$ cat src/rtl/rf_ctrl_pkg.sv
// Shared types and sizing for the register-file write-back controller.
// Imported by the interface, the result FIFO and the arbiter top.
package rf_ctrl_pkg;
  localparam int XLEN     = 32;
  localparam int NREG     = 32;
  localparam int AW       = 5;
  localparam int LQ_DEPTH = 2;

  typedef logic [AW-1:0] reg_idx_t;

  typedef struct packed {
    reg_idx_t        rd;
    logic [XLEN-1:0] data;
  } wb_entry_t;

  // x0 is hard-wired, so it can never be busy regardless of the vector
  function automatic logic idx_busy(logic [NREG-1:0] vec, reg_idx_t idx);
    return (idx != '0) && vec[idx];
  endfunction
endpackage

$ cat src/rtl/regfile_wb_arbiter_if.sv
// Decode, execute and register-file signals seen by the write-back arbiter.
// The slave modport is the arbiter's view; master is the surrounding pipeline.
interface regfile_wb_arbiter_if;
  import rf_ctrl_pkg::*;

  logic            issue_valid;
  reg_idx_t        issue_rs1;
  reg_idx_t        issue_rs2;
  reg_idx_t        issue_rd;
  logic            issue_long;
  logic            issue_stall;
  logic            alu_valid;
  reg_idx_t        alu_rd;
  logic [XLEN-1:0] alu_data;
  logic            lu_valid;
  reg_idx_t        lu_rd;
  logic [XLEN-1:0] lu_data;
  logic            lu_ready;
  logic            rf_we;
  reg_idx_t        rf_rd;
  logic [XLEN-1:0] rf_wdata;
  logic [NREG-1:0] pending;

  modport master (
    output issue_valid, issue_rs1, issue_rs2, issue_rd, issue_long,
    output alu_valid, alu_rd, alu_data,
    output lu_valid, lu_rd, lu_data,
    input  issue_stall, lu_ready, rf_we, rf_rd, rf_wdata, pending
  );

  modport slave (
    input  issue_valid, issue_rs1, issue_rs2, issue_rd, issue_long,
    input  alu_valid, alu_rd, alu_data,
    input  lu_valid, lu_rd, lu_data,
    output issue_stall, lu_ready, rf_we, rf_rd, rf_wdata, pending
  );
endinterface

$ cat src/rtl/wb_fifo.sv
// Small FIFO of pending long-unit write-back entries.
// Head is readable combinationally so the arbiter can pop and forward in one cycle.
module wb_fifo
  import rf_ctrl_pkg::*;
#(
  parameter int DEPTH = LQ_DEPTH
) (
  input  logic      clk,
  input  logic      reset,
  input  logic      push,
  input  wb_entry_t push_data,
  input  logic      pop,
  output wb_entry_t head,
  output logic      full,
  output logic      empty
);
  localparam int PW = $clog2(DEPTH);

  wb_entry_t       mem [DEPTH];
  logic [PW-1:0]   wr_ptr_reg;
  logic [PW-1:0]   rd_ptr_reg;
  logic [PW:0]     count_reg;
  logic            do_push;
  logic            do_pop;

  assign full    = (count_reg == (PW+1)'(DEPTH));
  assign empty   = (count_reg == '0);
  assign do_push = push & ~full;
  assign do_pop  = pop & ~empty;
  assign head    = mem[rd_ptr_reg];

  // Storage carries no reset; only the pointers define what is valid
  always_ff @(posedge clk) begin
    if (do_push) mem[wr_ptr_reg] <= push_data;
  end

  always_ff @(posedge clk or posedge reset) begin
    if (reset) begin
      wr_ptr_reg <= '0;
      rd_ptr_reg <= '0;
      count_reg  <= '0;
    end else begin
      if (do_push) wr_ptr_reg <= wr_ptr_reg + 1'b1;
      if (do_pop)  rd_ptr_reg <= rd_ptr_reg + 1'b1;
      count_reg <= count_reg + (PW+1)'(do_push) - (PW+1)'(do_pop);
    end
  end
endmodule

$ cat src/rtl/regfile_wb_arbiter.sv
// Shares the register file write port between the ALU and the long-latency unit,
// and tracks outstanding long-unit writes to stall hazardous issues.
module regfile_wb_arbiter
  import rf_ctrl_pkg::*;
(
  input  logic                 clk,
  input  logic                 reset,
  regfile_wb_arbiter_if.slave  bus
);
  logic            rf_we_reg;
  reg_idx_t        rf_rd_reg;
  logic [XLEN-1:0] rf_wdata_reg;
  logic            rf_src_lu_reg;
  logic [NREG-1:0] pending_reg;
  logic [NREG-1:0] pending_next;

  wb_entry_t       fifo_head;
  logic            fifo_full;
  logic            fifo_empty;
  logic            fifo_push;
  logic            fifo_pop;
  logic            alu_req;
  logic            issue_stall;
  logic            sb_set;
  logic            sb_clr;

  assign alu_req   = bus.alu_valid & (bus.alu_rd != '0);
  assign fifo_pop  = ~alu_req & ~fifo_empty;
  // x0 results are acknowledged but dropped here rather than queued
  assign fifo_push = bus.lu_valid & ~fifo_full & (bus.lu_rd != '0);

  wb_fifo #(.DEPTH(LQ_DEPTH)) u_fifo (
    .clk       (clk),
    .reset     (reset),
    .push      (fifo_push),
    .push_data ('{rd: bus.lu_rd, data: bus.lu_data}),
    .pop       (fifo_pop),
    .head      (fifo_head),
    .full      (fifo_full),
    .empty     (fifo_empty)
  );

  assign issue_stall = bus.issue_valid & (idx_busy(pending_reg, bus.issue_rs1) |
                                          idx_busy(pending_reg, bus.issue_rs2) |
                                          idx_busy(pending_reg, bus.issue_rd));
  assign sb_set = bus.issue_valid & ~issue_stall & bus.issue_long & (bus.issue_rd != '0);
  // Clear on the same edge the register file commits the long-unit value
  assign sb_clr = rf_we_reg & rf_src_lu_reg;

  assign pending_next[0] = 1'b0;
  for (genvar gi = 1; gi < NREG; gi++) begin : g_sb
    assign pending_next[gi] =
        (pending_reg[gi] & ~(sb_clr && (rf_rd_reg == reg_idx_t'(gi)))) |
        (sb_set && (bus.issue_rd == reg_idx_t'(gi)));
  end

  always_ff @(posedge clk or posedge reset) begin
    if (reset) begin
      rf_we_reg     <= 1'b0;
      rf_rd_reg     <= '0;
      rf_wdata_reg  <= '0;
      rf_src_lu_reg <= 1'b0;
      pending_reg   <= '0;
    end else begin
      rf_we_reg     <= alu_req | fifo_pop;
      rf_src_lu_reg <= fifo_pop;
      pending_reg   <= pending_next;
      if (alu_req) begin
        rf_rd_reg    <= bus.alu_rd;
        rf_wdata_reg <= bus.alu_data;
      end else if (fifo_pop) begin
        rf_rd_reg    <= fifo_head.rd;
        rf_wdata_reg <= fifo_head.data;
      end
    end
  end

  assign bus.issue_stall = issue_stall;
  assign bus.lu_ready    = ~fifo_full;
  assign bus.rf_we       = rf_we_reg;
  assign bus.rf_rd       = rf_rd_reg;
  assign bus.rf_wdata    = rf_wdata_reg;
  assign bus.pending     = pending_reg;
endmodule

$ cat src/flat_wrapper.sv
// flat-port wrapper written by rule: the top's interface ports become plain ports
module regfile_wb_arbiter_flat import rf_ctrl_pkg::*;
  (clk, reset, bus_issue_valid, bus_issue_rs1, bus_issue_rs2, bus_issue_rd, bus_issue_long, bus_alu_valid, bus_alu_rd, bus_alu_data, bus_lu_valid, bus_lu_rd, bus_lu_data, bus_issue_stall, bus_lu_ready, bus_rf_we, bus_rf_rd, bus_rf_wdata, bus_pending);
  regfile_wb_arbiter_if bus_i ();
  input  logic clk;
  input  logic reset;
  input wire logic [$bits(bus_i.issue_valid)-1:0] bus_issue_valid;
  input wire logic [$bits(bus_i.issue_rs1)-1:0] bus_issue_rs1;
  input wire logic [$bits(bus_i.issue_rs2)-1:0] bus_issue_rs2;
  input wire logic [$bits(bus_i.issue_rd)-1:0] bus_issue_rd;
  input wire logic [$bits(bus_i.issue_long)-1:0] bus_issue_long;
  input wire logic [$bits(bus_i.alu_valid)-1:0] bus_alu_valid;
  input wire logic [$bits(bus_i.alu_rd)-1:0] bus_alu_rd;
  input wire logic [$bits(bus_i.alu_data)-1:0] bus_alu_data;
  input wire logic [$bits(bus_i.lu_valid)-1:0] bus_lu_valid;
  input wire logic [$bits(bus_i.lu_rd)-1:0] bus_lu_rd;
  input wire logic [$bits(bus_i.lu_data)-1:0] bus_lu_data;
  output wire logic [$bits(bus_i.issue_stall)-1:0] bus_issue_stall;
  output wire logic [$bits(bus_i.lu_ready)-1:0] bus_lu_ready;
  output wire logic [$bits(bus_i.rf_we)-1:0] bus_rf_we;
  output wire logic [$bits(bus_i.rf_rd)-1:0] bus_rf_rd;
  output wire logic [$bits(bus_i.rf_wdata)-1:0] bus_rf_wdata;
  output wire logic [$bits(bus_i.pending)-1:0] bus_pending;
  assign bus_i.issue_valid = bus_issue_valid;
  assign bus_i.issue_rs1 = bus_issue_rs1;
  assign bus_i.issue_rs2 = bus_issue_rs2;
  assign bus_i.issue_rd = bus_issue_rd;
  assign bus_i.issue_long = bus_issue_long;
  assign bus_i.alu_valid = bus_alu_valid;
  assign bus_i.alu_rd = bus_alu_rd;
  assign bus_i.alu_data = bus_alu_data;
  assign bus_i.lu_valid = bus_lu_valid;
  assign bus_i.lu_rd = bus_lu_rd;
  assign bus_i.lu_data = bus_lu_data;
  assign bus_issue_stall = bus_i.issue_stall;
  assign bus_lu_ready = bus_i.lu_ready;
  assign bus_rf_we = bus_i.rf_we;
  assign bus_rf_rd = bus_i.rf_rd;
  assign bus_rf_wdata = bus_i.rf_wdata;
  assign bus_pending = bus_i.pending;
  regfile_wb_arbiter u_core (.clk(clk), .reset(reset), .bus(bus_i));
endmodule
$ cat config.mk
export PLATFORM = sky130hd
export DESIGN_NAME = regfile_wb_arbiter_flat
export DESIGN_NICKNAME = d
export VERILOG_FILES = /design/src/rtl/rf_ctrl_pkg.sv /design/src/rtl/regfile_wb_arbiter_if.sv /design/src/rtl/wb_fifo.sv /design/src/rtl/regfile_wb_arbiter.sv /design/src/flat_wrapper.sv
export SDC_FILE = /design/constraint.sdc
export NUM_CORES = 1
export LEC_CHECK = 0
export CAP_MARGIN = 0
export CORE_ASPECT_RATIO = 0.75
export CORE_MARGIN = 3
export CORE_UTILIZATION = 50
export CTS_CLUSTER_DIAMETER = 40
export DETAILED_ROUTE_END_ITERATION = 10
export PLACE_DENSITY = 0.84
export SYNTH_ARGS = -nofsm -noshare
export SYNTH_HDL_FRONTEND = slang
export SYNTH_HIERARCHICAL = 1
export SYNTH_SLANG_ARGS = --single-unit
$ cat constraint.sdc
create_clock -name clk -period 3.2 [get_ports clk]
set_clock_uncertainty 0.15 [all_clocks]
set_input_delay 0.64 -clock clk [delete_from_list [all_inputs] [get_ports clk]]
set_output_delay 0.64 -clock clk [all_outputs]
set_load 0.005 [all_outputs]
* Yosys cells after proc, flatten, opt, wreduce, memory -nomap -nowiden *
Memory sizes are Yosys's and may differ from the RTL's.
Cells that the tools add are included.

word-level totals
  bits in registers = 74
  RAM bits = 74
  input bits = 95
  word-level logic and storage cells = 274
  memories kept = 1

cells by class
  $add $sub $neg = 4
  order comparisons = 3
  equal/unequal tests = 63
  mux-type cells = 12
  bitwise operators = 111
  reductions and logical operators = 72

memory list
  name               words  bits a word  rd ports  clocked after Yosys merged registers in  write ports  RTL line       source
  u_core.u_fifo.mem  2      37           1         0                                        1            wb_fifo.sv:19  wb_entry_t mem [DEPTH];

operators with widths
  operator                                                               count
  5-bit == test (second input constant)                                  32
  5-bit by 4-bit == test with 1-bit output (second input constant)       16
  1-bit logical AND                                                      65
  32-bit 2-to-1 mux                                                      2
  1-bit bitwise AND                                                      42
  5-bit by 3-bit == test with 1-bit output (second input constant)       8
  1-bit inverter                                                         35
  1-bit OR                                                               34
  5-bit nonzero test                                                     5
  5-bit by 2-bit == test with 1-bit output (second input constant)       4
  5-bit by 6-bit < comparator with 1-bit output (second input constant)  3
  1-bit binary-select mux with 5-bit select                              3
  5-bit by 1-bit == test with 1-bit output (second input constant)       2
  5-bit 2-to-1 mux                                                       2
  1-bit 2-to-1 mux                                                       5
  1-bit adder (second input constant)                                    2
  2-bit by 1-bit adder with 2-bit output                                 1
  2-bit == test (second input constant)                                  1
  2-bit zero test                                                        1
  2-bit nonzero test                                                     1
  2-bit by 1-bit subtractor with 2-bit output                            1

* Logic depth before layout (Yosys ltp) *
  word-level depth = 12
  gate-level depth with buffers = 10
  depth with buffers taken out = 10

* Hierarchy *
The synthesis kept the hierarchy.

by module, submodules not included
  module              times used  cells each  area an instance (sq um)  sequential area each (sq um)
  regfile_wb_arbiter  1           399         4,098.9                   1,751.7
  wb_fifo             1           134         2,954.1                   2,322.2

* Worst setup path before layout *
Ideal clock, no wire load.

  path kind = input port to flip-flop
  start point = input bus_lu_rd[1]
  end point = memory u_core/u_fifo/mem[0][0] (netlist bit), enable pin
  setup time = 0.431 ns
  data arrival time = 2.533 ns
  path slack = 0.086 ns
  stages = 4
  buffers on the path = 0
  path through = or3_1 > o311a_1 > nand2_1 > nor2_1

between the ends
  longest elaborated chain between the ends = 5

RTL lines
  item                                    RTL line                  source
  start, declared                         flat_wrapper.sv:16        input wire logic [$bits(bus_i.lu_rd)-1:0] bus_lu_rd;
  5-bit nonzero test                      regfile_wb_arbiter.sv:30  assign fifo_push = bus.lu_valid & ~fifo_full & (bus.lu_rd != '0);
  1-bit bitwise AND                       regfile_wb_arbiter.sv:30
  named net u_core.fifo_push              regfile_wb_arbiter.sv:20  logic fifo_push;
  1-bit bitwise AND                       wb_fifo.sv:28             assign do_push = push & ~full;
  1-bit 2-to-1 mux                        wb_fifo.sv:34             if (do_push) mem[wr_ptr_reg] <= push_data;
  1-bit 2-to-1 mux (not written as such)  wb_fifo.sv:34
  end, declared                           wb_fifo.sv:19

The timed path passes the listed nets, and every way through them passes these cells.

* Final worst setup path *
  start point = input bus_issue_rs2[0]
  end point = output bus_issue_stall

between the ends
  longest elaborated chain between the ends = 6
  elaborated cells between the ends (all ways) = 7

RTL lines
  item                                       RTL line                  source
  start, declared                            flat_wrapper.sv:9         input wire logic [$bits(bus_i.issue_rs2)-1:0] bus_issue_rs2;
  1-bit binary-select mux with 5-bit select  rf_ctrl_pkg.sv:18         return (idx != '0) && vec[idx];
  1-bit 2-to-1 mux (not written as such)     rf_ctrl_pkg.sv:18
  1-bit logical AND *                        rf_ctrl_pkg.sv:18
  1-bit OR *                                 regfile_wb_arbiter.sv:43  assign issue_stall = bus.issue_valid & (idx_busy(pending_reg, bus.issue_rs1) |
  1-bit OR *                                 regfile_wb_arbiter.sv:44  idx_busy(pending_reg, bus.issue_rs2) |
  1-bit bitwise AND *                        regfile_wb_arbiter.sv:43
  end, declared                              flat_wrapper.sv:18        output wire logic [$bits(bus_i.issue_stall)-1:0] bus_issue_stall;

Mark *: on every way between the ends. The rest lies on a longest branch, timed or not. The select of a mux whose other input is x is not followed.

==> impl_metrics.xml <==
<?xml version="1.0" encoding="UTF-8"?>
<metrics>
  <group name="worst_setup_path">
    <metric name="critPathSlowestCell" unit="">sky130_fd_sc_hd__mux4_2</metric>
    <metric name="crit_type" unit="">input pin to output pin</metric>
    <metric name="critical_path.startpoint_type" unit="">input pin</metric>
    <metric name="ff2ff_path_depth" unit="">9</metric>
    <metric name="r2r_slack" unit="ps">430</metric>
    <metric name="critPathMostFrequentCell" unit="">sky130_fd_sc_hd__buf_2</metric>
    <metric name="timing.critical_path.cells" unit="">buf_2, mux4_2, inv_1, a2111oi_2, buf_4, nor4_4, o311a_1, a31oi_1, buf_2</metric>
    <metric name="timing.critical_path.required" unit="ps">2410</metric>
    <metric name="r2r_start" unit="">u_core/bus.pending[30]</metric>
    <metric name="rr_endpoint" unit="">u_core/bus.pending[18]</metric>
    <metric name="critical_path.endpoint_type" unit="">output pin</metric>
    <metric name="critical_path_arrival" unit="ps">2360</metric>
    <metric name="largest_fanout_of_any_net_on_the_critical_path" unit="">5</metric>
    <metric name="critical-path-max-stage-delay" unit="ps">520</metric>
  </group>
  <group name="die">
    <metric name="dieArea" unit="um^2">15600</metric>
    <metric name="core" unit="um^2">13400</metric>
    <metric name="ioPinCount" unit="">167</metric>
    <metric name="initial_utilization" unit="">0.527</metric>
    <metric name="die_width" unit="um">143</metric>
    <metric name="std_cell_rows" unit="">36</metric>
    <metric name="fp.dieH" unit="um">109</metric>
  </group>
  <group name="place">
    <metric name="post_dp_hpwl" unit="um">15800</metric>
    <metric name="place.gp.congestion" unit="">1.04</metric>
    <metric name="io_buffer_count" unit="">165</metric>
  </group>
  <group name="flow_run">
    <metric name="maxCapViolCount" unit="">0</metric>
  </group>
  <group name="route">
    <metric name="detail_route.wl_per_cell" unit="um">23.3</metric>
    <metric name="vias" unit="">5644</metric>
    <metric name="remaining_drc_errors" unit="">0</metric>
    <metric name="route.antenna.remaining_nets" unit="">0</metric>
    <metric name="via_per_inst" unit="">5.98</metric>
    <metric name="drt-pass1-iter-count" unit="">7</metric>
    <metric name="drt-initial-drc-count" unit="">586</metric>
    <metric name="totalWireLength" unit="um">22000</metric>
  </group>
  <group name="run_status">
    <metric name="status" unit="">completed</metric>
  </group>
  <group name="synth">
    <metric name="synth_cell_types" unit="">48</metric>
    <metric name="syn_area" unit="um^2">7050</metric>
    <metric name="synth_edf_count" unit="">74</metric>
    <metric name="post_synthesis_register_bit_count" unit="">148</metric>
    <metric name="synth-seq-area-share" unit="">0.578</metric>
    <metric name="post_synth.cell_area_avg" unit="um^2">13.2</metric>
    <metric name="syn_nets" unit="">630</metric>
    <metric name="synthArstFlopShare" unit="">0.500</metric>
    <metric name="synth.yosys.warnings" unit="">6</metric>
    <metric name="synth_ff_type" unit="">sky130_fd_sc_hd__edfxtp_1</metric>
    <metric name="netlist_instances" unit="">533</metric>
  </group>
  <group name="finish">
    <metric name="layout_commonest_cell" unit="">sky130_fd_sc_hd__clkdlybuf4s50_1</metric>
    <metric name="final_cell_mix" unit="">155 x sky130_fd_sc_hd__clkdlybuf4s50_1, 74 x sky130_fd_sc_hd__edfxtp_1, 72 x sky130_fd_sc_hd__dfrtp_1, 67 x sky130_fd_sc_hd__buf_4, 51 x sky130_fd_sc_hd__mux2i_1</metric>
    <metric name="utilization" unit="">0.751</metric>
    <metric name="antenna_cells" unit="">0</metric>
    <metric name="synthToLayoutAreaGrowth" unit="%">42.5</metric>
    <metric name="max_ffs_per_register" unit="">74</metric>
    <metric name="fin_nets" unit="">857</metric>
    <metric name="drive_gt1_frac" unit="">0.251</metric>
  </group>
  <group name="pwr">
    <metric name="peakVddDrop" unit="V">0.000558</metric>
    <metric name="pwr-share-comb" unit="">0.420</metric>
    <metric name="power.static_leakage" unit="nW">3.90</metric>
    <metric name="power.share.clock" unit="">0.215</metric>
    <metric name="p_total" unit="mW">8.71</metric>
    <metric name="powerDensity" unit="nW/um^2">866</metric>
    <metric name="internal_power" unit="mW">5.75</metric>
    <metric name="power.switching" unit="mW">2.96</metric>
    <metric name="sw_ratio" unit="">0.340</metric>
    <metric name="seq_power_share" unit="">0.365</metric>
  </group>
  <group name="clocking">
    <metric name="max-clock-path-buffers" unit="">2</metric>
    <metric name="cts_tree" unit="">built</metric>
    <metric name="clock_sinks" unit="">148</metric>
    <metric name="clk_latency" unit="ps">420</metric>
    <metric name="cts_buffers" unit="">17</metric>
    <metric name="clk_transition_reported_paths" unit="ps">60</metric>
    <metric name="cts-root-buf" unit="">sky130_fd_sc_hd__clkbuf_16</metric>
    <metric name="cts-htree-levels" unit="">4</metric>
    <metric name="cts_hold_repair.buffers" unit="">0</metric>
  </group>
  <group name="sta">
    <metric name="maxClockFrequency" unit="GHz">0.317</metric>
    <metric name="slew-limit-headroom" unit="">0.371</metric>
    <metric name="tns" unit="ps">0</metric>
    <metric name="post-route-min-period" unit="ps">3150</metric>
    <metric name="final-max-slew-violation-count" unit="">0</metric>
    <metric name="unrepaired_setup_endpoints_after_global_routing" unit="">no</metric>
    <metric name="hold_violations" unit="">0</metric>
    <metric name="finalSetupViolCount" unit="">0</metric>
    <metric name="fin_crit_sh" unit="">0.985</metric>
    <metric name="worst_pin_slew" unit="ps">944</metric>
  </group>
  <group name="global_route">
    <metric name="grt_start_max_net_pins" unit="">75</metric>
    <metric name="grt_pass1_vias" unit="">5791</metric>
    <metric name="grtUsageTotal" unit="">0.283</metric>
    <metric name="grt_overflow" unit="">0</metric>
    <metric name="initial_antenna_violation_count" unit="">0</metric>
    <metric name="grt_first_pass_wirelength" unit="um">33000</metric>
  </group>
  <group name="min_path">
    <metric name="timing.hold.worst.class" unit="">input pin to asynchronous set/reset pin</metric>
  </group>
</metrics>
## cell usage after synthesis (all sizes together) (3+ instances only)
cell	n	share of area
a2111oi	5	0.0062
a22o	4	0.0050
nand2	13	0.0069
inv	14	0.0075
a21oi	39	0.028
mux2i	51	0.072
buf	19	0.017
o31ai	23	0.024
xnor2	3	0.0037
o21ai	34	0.024
nor2b	8	0.0071
o41ai	8	0.017
nand3	4	0.0028
o311a	3	0.0043
clkbuf	14	0.0075
edfxtp	74	0.32
or3	3	0.0027
nand2b	8	0.0071
nand3b	5	0.0053
and3	3	0.0027
mux4	13	0.042
nor2	47	0.025
mux2	42	0.078
dfrtp	74	0.26
## worst max-delay path by stage
stage / slack [ps] / from / depth (start not counted) / end
floorplan: 90 / bus_lu_rd[1] / 4 / u_core/u_fifo/mem[0][0]
CTS: 0.6 / bus_issue_rs2[1] / 9 / bus_issue_stall
global route: 5 / bus_issue_rs2[0] / 9 / bus_issue_stall
finish: 50 / bus_issue_rs2[0] / 9 / bus_issue_stall
detailed placement: -800 / bus_issue_rs2[0] / 10 / bus_issue_stall
global placement: -730 / bus_issue_rs2[0] / 9 / bus_issue_stall
## per-stage QoR
step | instance area, um^2 | setup slack (ps) | hold slack [ps] | instances
after CTS | 9970 | 0.635 | 311 | 943
after detailed placement | 9370 | -797 | 388 | 909
after global routing | 10000 | 5.44 | 332 | 944
after global placement | 9370 | -729 | 381 | 909
final | 10000 | 47.7 | 321 | 944
after floorplan | 7050 | 86.2 | 256 | 533
## routing by layer
layer | GRT usage | vias to the layer above | share of wire
li1 | - | 2484 | -
met1 | 0.385 | 2782 | 0.41
met2 | 0.433 | 313 | 0.46
met3 | 0.0890 | 65 | 0.096
met4 | 0.101 | 0 | 0.027
met5 | 0 | - | 0
## kinds of logic (layout without fill, tap and decap cells)
group	Yosys count	in the layout	synth area share
flip-flops	148	148	0.578
buffers and inverters	47	287	0.0321
other	1	1	0.000532
adder cells (fa/ha/maj)	2	2	0.00355
AO/OA/AOI/OAI	126	126	0.122
XOR/XNOR	4	4	0.00497
multiplexers	106	106	0.192
AND/OR/NAND/NOR	99	99	0.0679
## timing repair
item                       in CTS  in global routing
resized for setup              36                 21
setup endpoints to repair       1                  1
buffers inserted                2                  1
pin swaps                       3                  3
cloned                          0                  0
## power groups by stage
stage	Clock (mW)	Combinational, mW	Sequential, mW
floorplan	0	1.75	3.03
global placement	0	3.42	3.15
detailed placement	0	3.52	3.17
CTS	1.89	3.58	3.14
global route	1.97	3.86	3.22
finish	1.87	3.65	3.18
## cell type report
class                   instances  area, um^2
multi-input cells             338        2880
clock buffers                  17         425
repair buffers                241        2270
fillers                       797        3330
well taps                     171         214
inverters                      14        52.6
clock inverters                15         131
flip-flops and latches        148        4080
## worst max-delay path, delay by kind of cell
family / cells / cell delay, ps
AND/OR/NAND/NOR: 1 / 270
AO/OA/AOI/OAI: 3 / 360
buffers and inverters: 4 / 570
multiplexers: 1 / 520
No activity file was read; power rests on OpenSTA's default activity.
